**src/rtl/alu_pipe.sv**
```systemverilog
// Pipelined ALU with valid/ready handshakes, carry register,
// saturating add and an iterative shift-add multiply.
module alu_pipe #(
    parameter int WIDTH = 32,
    parameter int CNT_W = 6
) (
    input  logic             CLOCK,
    input  logic             RESET,
    input  logic             IN_VALID,
    output logic             IN_READY,
    input  logic [WIDTH-1:0] A,
    input  logic [WIDTH-1:0] B,
    input  logic [4:0]       INST,
    output logic             OUT_VALID,
    input  logic             OUT_READY,
    output logic [WIDTH-1:0] Z,
    output logic [3:0]       FLAGS
);

    typedef enum logic [1:0] {S_IDLE, S_MUL, S_DONE} state_t;

    localparam logic [WIDTH-1:0] ONES = '1;
    localparam logic [WIDTH-1:0] ONE  = {{(WIDTH-1){1'b0}}, 1'b1};
    localparam logic [WIDTH-1:0] MINV = {1'b1, {(WIDTH-1){1'b0}}};
    localparam logic [WIDTH-1:0] MAXV = ~MINV;

    state_t             state;
    state_t             state_nxt;
    logic               c;
    logic [CNT_W-1:0]   cnt;
    logic [WIDTH-1:0]   mcand;
    logic [2*WIDTH-1:0] prod;
    logic [2*WIDTH-1:0] prod_nxt;
    logic [WIDTH:0]     step;

    logic               accept;
    logic               is_mul;
    logic               is_arith;
    logic               is_err;
    logic               last;
    logic [WIDTH-1:0]   ax;
    logic [WIDTH-1:0]   ay;
    logic               acin;
    logic [WIDTH:0]     sum;
    logic [WIDTH-1:0]   res;
    logic               carry;
    logic               ovf;

    assign IN_READY = !RESET && (state == S_IDLE) && (!OUT_VALID || OUT_READY);
    assign accept   = IN_VALID && IN_READY;
    assign is_mul   = (INST == 5'b10011);
    assign last     = (state == S_MUL) && (cnt == CNT_W'(WIDTH - 1));

    // All arithmetic shares one adder: x + y + cin
    always_comb begin
        ax       = '0;
        ay       = '0;
        acin     = 1'b0;
        is_arith = 1'b0;
        case (INST)
            5'b00000: begin ax = A; acin = 1'b1; is_arith = 1'b1; end
            5'b00001: begin ax = A; ay = ~ONE; acin = 1'b1; is_arith = 1'b1; end
            5'b00010: begin ax = A; ay = B; is_arith = 1'b1; end
            5'b00011: begin ax = A; ay = ~B; acin = 1'b1; is_arith = 1'b1; end
            5'b00100: begin
                if (A[WIDTH-1]) begin
                    ay   = ~A;
                    acin = 1'b1;
                end else begin
                    ax = A;
                end
                is_arith = 1'b1;
            end
            5'b00101: begin ay = ~A; acin = 1'b1; is_arith = 1'b1; end
            5'b00111: begin ay = ~B; acin = 1'b1; is_arith = 1'b1; end
            5'b10000: begin ax = A; ay = B; acin = c; is_arith = 1'b1; end
            5'b10001: begin ax = A; ay = ~B; acin = c; is_arith = 1'b1; end
            5'b10010: begin ax = A; ay = B; is_arith = 1'b1; end
            default: ;
        endcase

        sum   = {1'b0, ax} + {1'b0, ay} + {{WIDTH{1'b0}}, acin};
        carry = is_arith & sum[WIDTH];
        ovf   = is_arith & (ax[WIDTH-1] == ay[WIDTH-1])
                         & (sum[WIDTH-1] != ax[WIDTH-1]);

        res    = sum[WIDTH-1:0];
        is_err = 1'b0;
        case (INST)
            5'b01000: res = A & B;
            5'b01001: res = A | B;
            5'b01010: res = A ^ B;
            5'b01011: res = ~B;
            5'b01100: res = A;
            5'b01101: res = ~A;
            5'b01110: res = '0;
            5'b01111: res = ONES;
            5'b10010: if (ovf) res = A[WIDTH-1] ? MINV : MAXV;
            5'b10011: res = '0;
            default: begin
                if (!is_arith) begin
                    res    = '0;
                    is_err = 1'b1;
                end
            end
        endcase
    end

    // One multiplier bit per cycle; high half accumulates with its carry
    assign step     = {1'b0, prod[2*WIDTH-1:WIDTH]}
                    + (prod[0] ? {1'b0, mcand} : {(WIDTH+1){1'b0}});
    assign prod_nxt = {step, prod[WIDTH-1:1]};

    always_comb begin
        state_nxt = state;
        case (state)
            S_IDLE:  if (accept && is_mul) state_nxt = S_MUL;
            S_MUL:   if (last) state_nxt = S_DONE;
            S_DONE:  if (!OUT_VALID || OUT_READY) state_nxt = S_IDLE;
            default: state_nxt = S_IDLE;
        endcase
    end

    always_ff @(posedge CLOCK) begin
        if (RESET) begin
            state <= S_IDLE;
        end else begin
            state <= state_nxt;
        end
    end

    always_ff @(posedge CLOCK) begin
        if (RESET) begin
            OUT_VALID <= 1'b0;
            Z         <= '0;
            FLAGS     <= '0;
            c         <= 1'b0;
            cnt       <= '0;
            mcand     <= '0;
            prod      <= '0;
        end else begin
            if (accept && is_mul) begin
                mcand <= A;
                prod  <= {{WIDTH{1'b0}}, B};
                cnt   <= '0;
            end else if (state == S_MUL) begin
                prod <= prod_nxt;
                cnt  <= cnt + CNT_W'(1);
            end

            if (accept && !is_mul) begin
                Z         <= res;
                FLAGS     <= {is_err, (res == '0), carry, ovf};
                OUT_VALID <= 1'b1;
                if (is_arith) c <= carry;
            end else if (last) begin
                Z         <= prod_nxt[WIDTH-1:0];
                FLAGS     <= {1'b0, (prod_nxt[WIDTH-1:0] == '0),
                              (prod_nxt[2*WIDTH-1:WIDTH] != '0), 1'b0};
                OUT_VALID <= 1'b1;
            end else if (OUT_READY) begin
                OUT_VALID <= 1'b0;
            end
        end
    end

endmodule

```
**config.mk**
```make
export PLATFORM = sky130hd
export DESIGN_NAME = alu_pipe
export DESIGN_NICKNAME = d
export VERILOG_FILES = /design/src/rtl/alu_pipe.sv
export SDC_FILE = /design/constraint.sdc
export NUM_CORES = 1
export LEC_CHECK = 0
export ABC_AREA = 1
export BUFFER_PORTS_ARGS = -buffer_cell sky130_fd_sc_hd__buf_2
export CORE_UTILIZATION = 50
export CTS_BUF_LIST = sky130_fd_sc_hd__clkbuf_8
export DETAILED_ROUTE_END_ITERATION = 10
export GPL_TIMING_DRIVEN = 1
export PLACE_DENSITY = 0.8
export SLEW_MARGIN = 20
export SYNTH_ARGS = -nofsm -noshare
export SYNTH_HDL_FRONTEND = slang
export SYNTH_SLANG_ARGS = --single-unit
```
**constraint.sdc**
```tcl
create_clock -name CLOCK -period 6.9 [get_ports CLOCK]
set_input_delay 2.07 -clock CLOCK [delete_from_list [all_inputs] [get_ports CLOCK]]
set_output_delay 2.07 -clock CLOCK [all_outputs]
set_load 0.02 [all_outputs]
```
Word level (Yosys, flattened, before mapping) --
Cells that the tools add are included.
Word-level totals: input bits 73, logic and storage cells 103, output and inout bits 38, flip-flop bits (word level) 142
Cells by class: bitwise gates (word level) 8, add/subtract/negate cells 4, reductions and logical operators 29, equality and inequality tests 26, multiplexer cells 27
Operators by type and width (count):
- $mux W32 | 9
- $pmux W32 S9 | 1
- $pmux W32 S5 | 1
- $add A32 B32 Y33 | 2
- $logic_not A32 Y1 | 2
- $not A32 Y32 | 2
- $pmux W32 S2 | 1
- $eq A5 B4 Y1 const B | 8
- $add A33 B1 Y33 | 1
- $and A32 B32 Y32 | 1
- $or A32 B32 Y32 | 1
- $reduce_bool A32 Y1 | 1
- $xor A32 B32 Y32 | 1
- $mux W31 | 1
- $eq A5 B5 Y1 const B | 4
- $reduce_or A10 Y1 | 2
- $eq A5 B3 Y1 const B | 3
- $eq A5 B2 Y1 const B | 2
- $mux W4 | 2
- $mux W1 | 7
- $reduce_or A7 Y1 | 1
- $add A6 B1 Y6 const B | 1
- $eq A6 B5 Y1 const B | 1
- $logic_and A1 B1 Y1 | 6
- other kinds (22) | 33

Logic depth before layout (Yosys ltp) --
depth after elaboration 11, mapped depth 30, depth with buffers taken out 29

Worst setup path before layout --
No wires, ideal clock.
kind input to register, start point input INST[1], end point register FLAGS[2], data required time 6.830 ns, arrival time 5.327 ns, path slack 1.503 ns, stages 29, path through inv_2 nand2_1 nor2_1 nand3_1 o21ai_0 inv_1 clkbuf_1 o2111ai_1 fa_1 fa_1 nand2_1 inv_1 nand2_1 nand2_1 nand3_1 nand2_1 nand2_1 nand2_1 nand3_1 nand3b_1 nand2_1 nand2_1 nand2_1 nand2_1 nor2_1 nand2_1 nor2_1 nand4_1 a21oi_1
Between the ends: cells in the longest elaborated chain, start to end 11
RTL lines:
- start, declared | RTL line 13 | input logic [4:0] INST,
- $eq A5 B5 Y1, or another cell as far along | RTL line 60, 89
- $reduce_or A7 Y1 (no source line) / $reduce_or A3 Y1 (equally long branches)
- $pmux W32 S2 / $pmux W32 S5 (equally long branches) | RTL line 60 | case (INST)
- $add A32 B32 Y33 | RTL line 82 | sum = {1'b0, ax} + {1'b0, ay} + {{WIDTH{1'b0}}, acin};
- $add A33 B1 Y33 | RTL line 82
- $ne A1 B1 Y1 | RTL line 85 | & (sum[WIDTH-1] != ax[WIDTH-1]);
- $and A1 B1 Y1 | RTL line 85
- $mux W32 | RTL line 98 | 5'b10010: if (ovf) res = A[WIDTH-1] ? MINV : MAXV;
- $pmux W32 S9 | RTL line 89 | case (INST)
- $logic_not A32 Y1 | RTL line 153 | FLAGS <= {is_err, (res == '0), carry, ovf};
- $mux W4 | RTL line 151 | if (accept && !is_mul) begin
- end signal, assigned | RTL line 153
- end signal, assigned | RTL line 158 | FLAGS <= {1'b0, (prod_nxt[WIDTH-1:0] == '0),
- end, declared | RTL line 17 | output logic [3:0] FLAGS
Parallel ways exist; a longest one is shown, timed or not. A chain may end at the register's enable or synchronous reset.

Worst setup path after layout --
start point input INST[2], end point register FLAGS[2]
Same word-level chain as after synthesis.

==> flow_metrics.tcl <==
set metrics [dict create \
    cp_max_fo 11 \
    synth-async-reset-ratio 0 \
    post_cts_buffers 0 \
    synth_compound_area_frac 0.217 \
    placed_cell_area_mm2 0.0146 \
    final_cells 2654 \
    hold_violations 0 \
    synth.area.top_cells "dfxtp_1 21%, nand2_1 17%, ha_1 12%" \
    ios 111 \
    synth_fa_ha_area_frac 0.121 \
    syn-num-nets 2433 \
    synth_top_area_frac 0.207 \
    grt_max_degree 80 \
    postLayoutCellArea_mm2 0.0150 \
    drive_gt1_frac 0.0996 \
    worst_path_most_repeated_cell "nand2_1" \
    dp.final_hpwl_mm 41.4 \
    drv_slew 0 \
    hold_class "flop to flop" \
    fin_worst_skew_ns 0.0262 \
    crit_arrival_ns 6.52 \
    antenna_left 0 \
    synthXorXnorAreaFrac 0.0281 \
    dp_cells 2618 \
    seq_power_share 0.412 \
    clk_pin_slew_ns 0.09 \
    netlist-cell-type-count 52 \
    rows 60 \
    worstRegToRegCells 23 \
    grt_setup_unrepaired "false" \
    clk_latency_ns 0.48 \
    p_int_w 0.00130 \
    worstMarginPinSlew_ns 1.11 \
    die_area_mm2 0.0281 \
    grt_pass1_vias 15400 \
    cts.htree.levels 4 \
    final_common_cell "nand2_1" \
    ctsResizeCount 0 \
    maxSlewHeadroom 0.243 \
    drt_iter0_drc 1707 \
    p_comb_frac 0.246 \
    cp-end-kind "flop" \
    yosysWarnings 0 \
    grt_pass1_wl_mm 82.7 \
    yosys_most_used_dff "dfxtp_1" \
    p_total_w 0.00205 \
    start_util 0.509 \
    clock_sinks 142 \
    maxCapViolCount 0 \
    synthMuxAreaShare 0 \
    yosysSeqAreaShare 0.207 \
    cts_tree "done" \
    pwr-share-clk 0.342 \
    grt_overflow 0 \
    critical_path.max_stage_delay_ns 0.46 \
    power_density_mw_per_mm2 137 \
    cp.depth 30 \
    status "finished, final reports clean" \
    postSynthCellCount 2229 \
    clockRootBuffer "clkbuf_8" \
    vias 16100 \
    synth_top_family_by_area "simple AND/OR/NAND/NOR gates" \
    fin_setup_tns_ns 0 \
    fin_util 0.556 \
    nFillCells 2735 \
    drt_pre_antenna_iters 5 \
    hold_depth 2 \
    crit_path_start_kind "input port" \
    cts_made_buffers 17 \
    cp_data_required_time_ns 7.29 \
    cts-hold-fix-buffers 0 \
    ir_drop_uv 120 \
    core_mm2 0.0270 \
    clockBufferDepth 2 \
    power_leakage_nw 7.58 \
    place.gp.congestion 1.11 \
    synth_top_cell_by_area "dfxtp_1" \
    area_growth_pct 9.35 \
    crit_buf_inv 4 \
    slowest_stage "fa_1" \
    p_sw_w 0.000757 \
    cpLargestDelayFamily "simple AND/OR/NAND/NOR gates" \
    wl_mm 53.5 \
    p_sw_frac 0.369 \
    avgSynthCellArea_um2 6.15 \
    die_h_um 168 \
    antenna_found_initial 1 \
    synth_edf_count 0 \
    period_needed_ns 6.13 \
    wl_per_cell_um 20.2 \
    path_class "input port to flop" \
    synth-seq-cells 142 \
    die_x_um 168 \
    gr-usage-all-layers 0.380 \
    yosys.area_share.simple 0.320 \
    port_buffers 110 \
    fmax_ghz 0.163 \
    layout_common_cells "603 x nand2_1, 269 x inv_1, 230 x nor2_1" \
    netlist_area_mm2 0.0137 \
    finalCritPeriodShare 0.888 \
    setup_violations 0 \
    drc 0 \
    vias_per_cell 6.05 \
    fin_nets 2501 \
]
[sequential cells by signal (all words and copies together), names as in the netlist]
signal,count
mcand,32
c,1
state,2
prod,64
Z,32
FLAGS,4
OUT_VALID,1
cnt,6
[per-stage QoR]
stage | worst slack [ns] | hold slack, ns
2_1_floorplan | 1.50 | 0.445
3_3_place_gp | 0.524 | 0.452
3_5_place_dp | 0.478 | 0.455
4_1_cts | 0.941 | 0.471
5_1_grt | 0.528 | 0.483
6_report | 0.774 | 0.470
[power by group through the flow]
| stage | Clock [W] | Combinational [W] | Sequential, W |
|---|---|---|---|
| 4_1_cts | 0.000700 | 0.000487 | 0.000846 |
| 6_report | 0.000702 | 0.000505 | 0.000846 |
| 3_5_place_dp | 0 | 0.000485 | 0.000865 |
| 3_3_place_gp | 0 | 0.000478 | 0.000865 |
| 5_1_grt | 0.000739 | 0.000542 | 0.000848 |
| 2_1_floorplan | 0 | 0.000284 | 0.000878 |
[area by class of cell]
class / count / area (um2) / area share
Timing Repair Buffer: 144 / 816 / 0.0544
Multi-Input combinational cell: 1711 / 9460 / 0.631
Inverter: 281 / 1050 / 0.0703
Sequential cell: 142 / 2840 / 0.190
Tap cell: 341 / 427 / 0.0285
Clock inverter: 14 / 143 / 0.00951
Antenna cell: 3 / 7.51 / 0.000501
Clock buffer: 18 / 248 / 0.0165
[worst reg2reg max path, stage by stage (launching register included)]
cell	delay, ns
dfxtp_1	0.32
nand3_1	0.08
o2111ai_1	0.34
fa_1	0.59
fa_1	0.45
nand2_1	0.07
inv_1	0.07
nand2_1	0.06
nand2_1	0.12
nand3_1	0.12
nand2_1	0.09
nand2_1	0.12
nand2_1	0.14
nand2_1	0.12
nand3b_1	0.11
nand2_1	0.11
nand2_1	0.05
nand3_1	0.07
nand3_1	0.21
nor2_1	0.18
nand3_1	0.09
nor2_1	0.14
nand4_1	0.11
a21oi_1	0.14
[cells by family (layout without fill, tap and decap cells)]
| group | Yosys count | after routing |
|---|---|---|
| AO/OA/AOI/OAI | 483 | 483 |
| XOR/XNOR | 44 | 44 |
| adder cells (fa/ha/maj) | 131 | 131 |
| buffers and inverters | 376 | 457 |
| flip-flops | 142 | 142 |
| other | 0 | 3 |
| AND/OR/NAND/NOR | 1053 | 1053 |
[routing by layer]
| layer | global-route usage | wire length, um | vias to the layer above |
|---|---|---|---|
| met5 | 0 | 0 | - |
| met4 | 0.295 | 4640 | 0 |
| met3 | 0.0643 | 4260 | 256 |
| met2 | 0.632 | 24400 | 867 |
| met1 | 0.435 | 20200 | 7379 |
| li1 | - | - | 7567 |
[worst paths after layout]
| path | start | endpoint | slack [ns] |
|---|---|---|---|
| setup / recovery | INST[2] | FLAGS[2] | 0.77 |
| hold / removal | Z[8] | Z[8] | 0.47 |
| setup reg to reg | c | FLAGS[2] | 2.95 |
| hold reg to reg | Z[8] | Z[8] | 0.47 |
[synth_stat cells (3+ instances only)]
cell and instances:
or2_2 10, ha_1 128, xor2_1 25, buf_2 15
a21o_1 9, fa_1 3, nor4_1 17, a211oi_1 15
o21bai_1 19, clkbuf_1 74, nand3b_1 11, o21ai_0 132
nand3_1 114, dfxtp_1 142, o221ai_1 10, o21a_1 3
inv_1 269, nor2_2 5, a2111oi_0 7, o2111ai_1 39
a21oi_2 3, o22ai_1 22, inv_2 10, a31oi_1 39
a221oi_1 5, nor3_1 20, a21boi_0 5, nand2_2 11
nor2_1 234, a21oi_1 131, nand4_1 17, nor2_4 3
xnor2_1 19, nand2_1 603, o211ai_1 35
(Power assumes the default switching activity.)
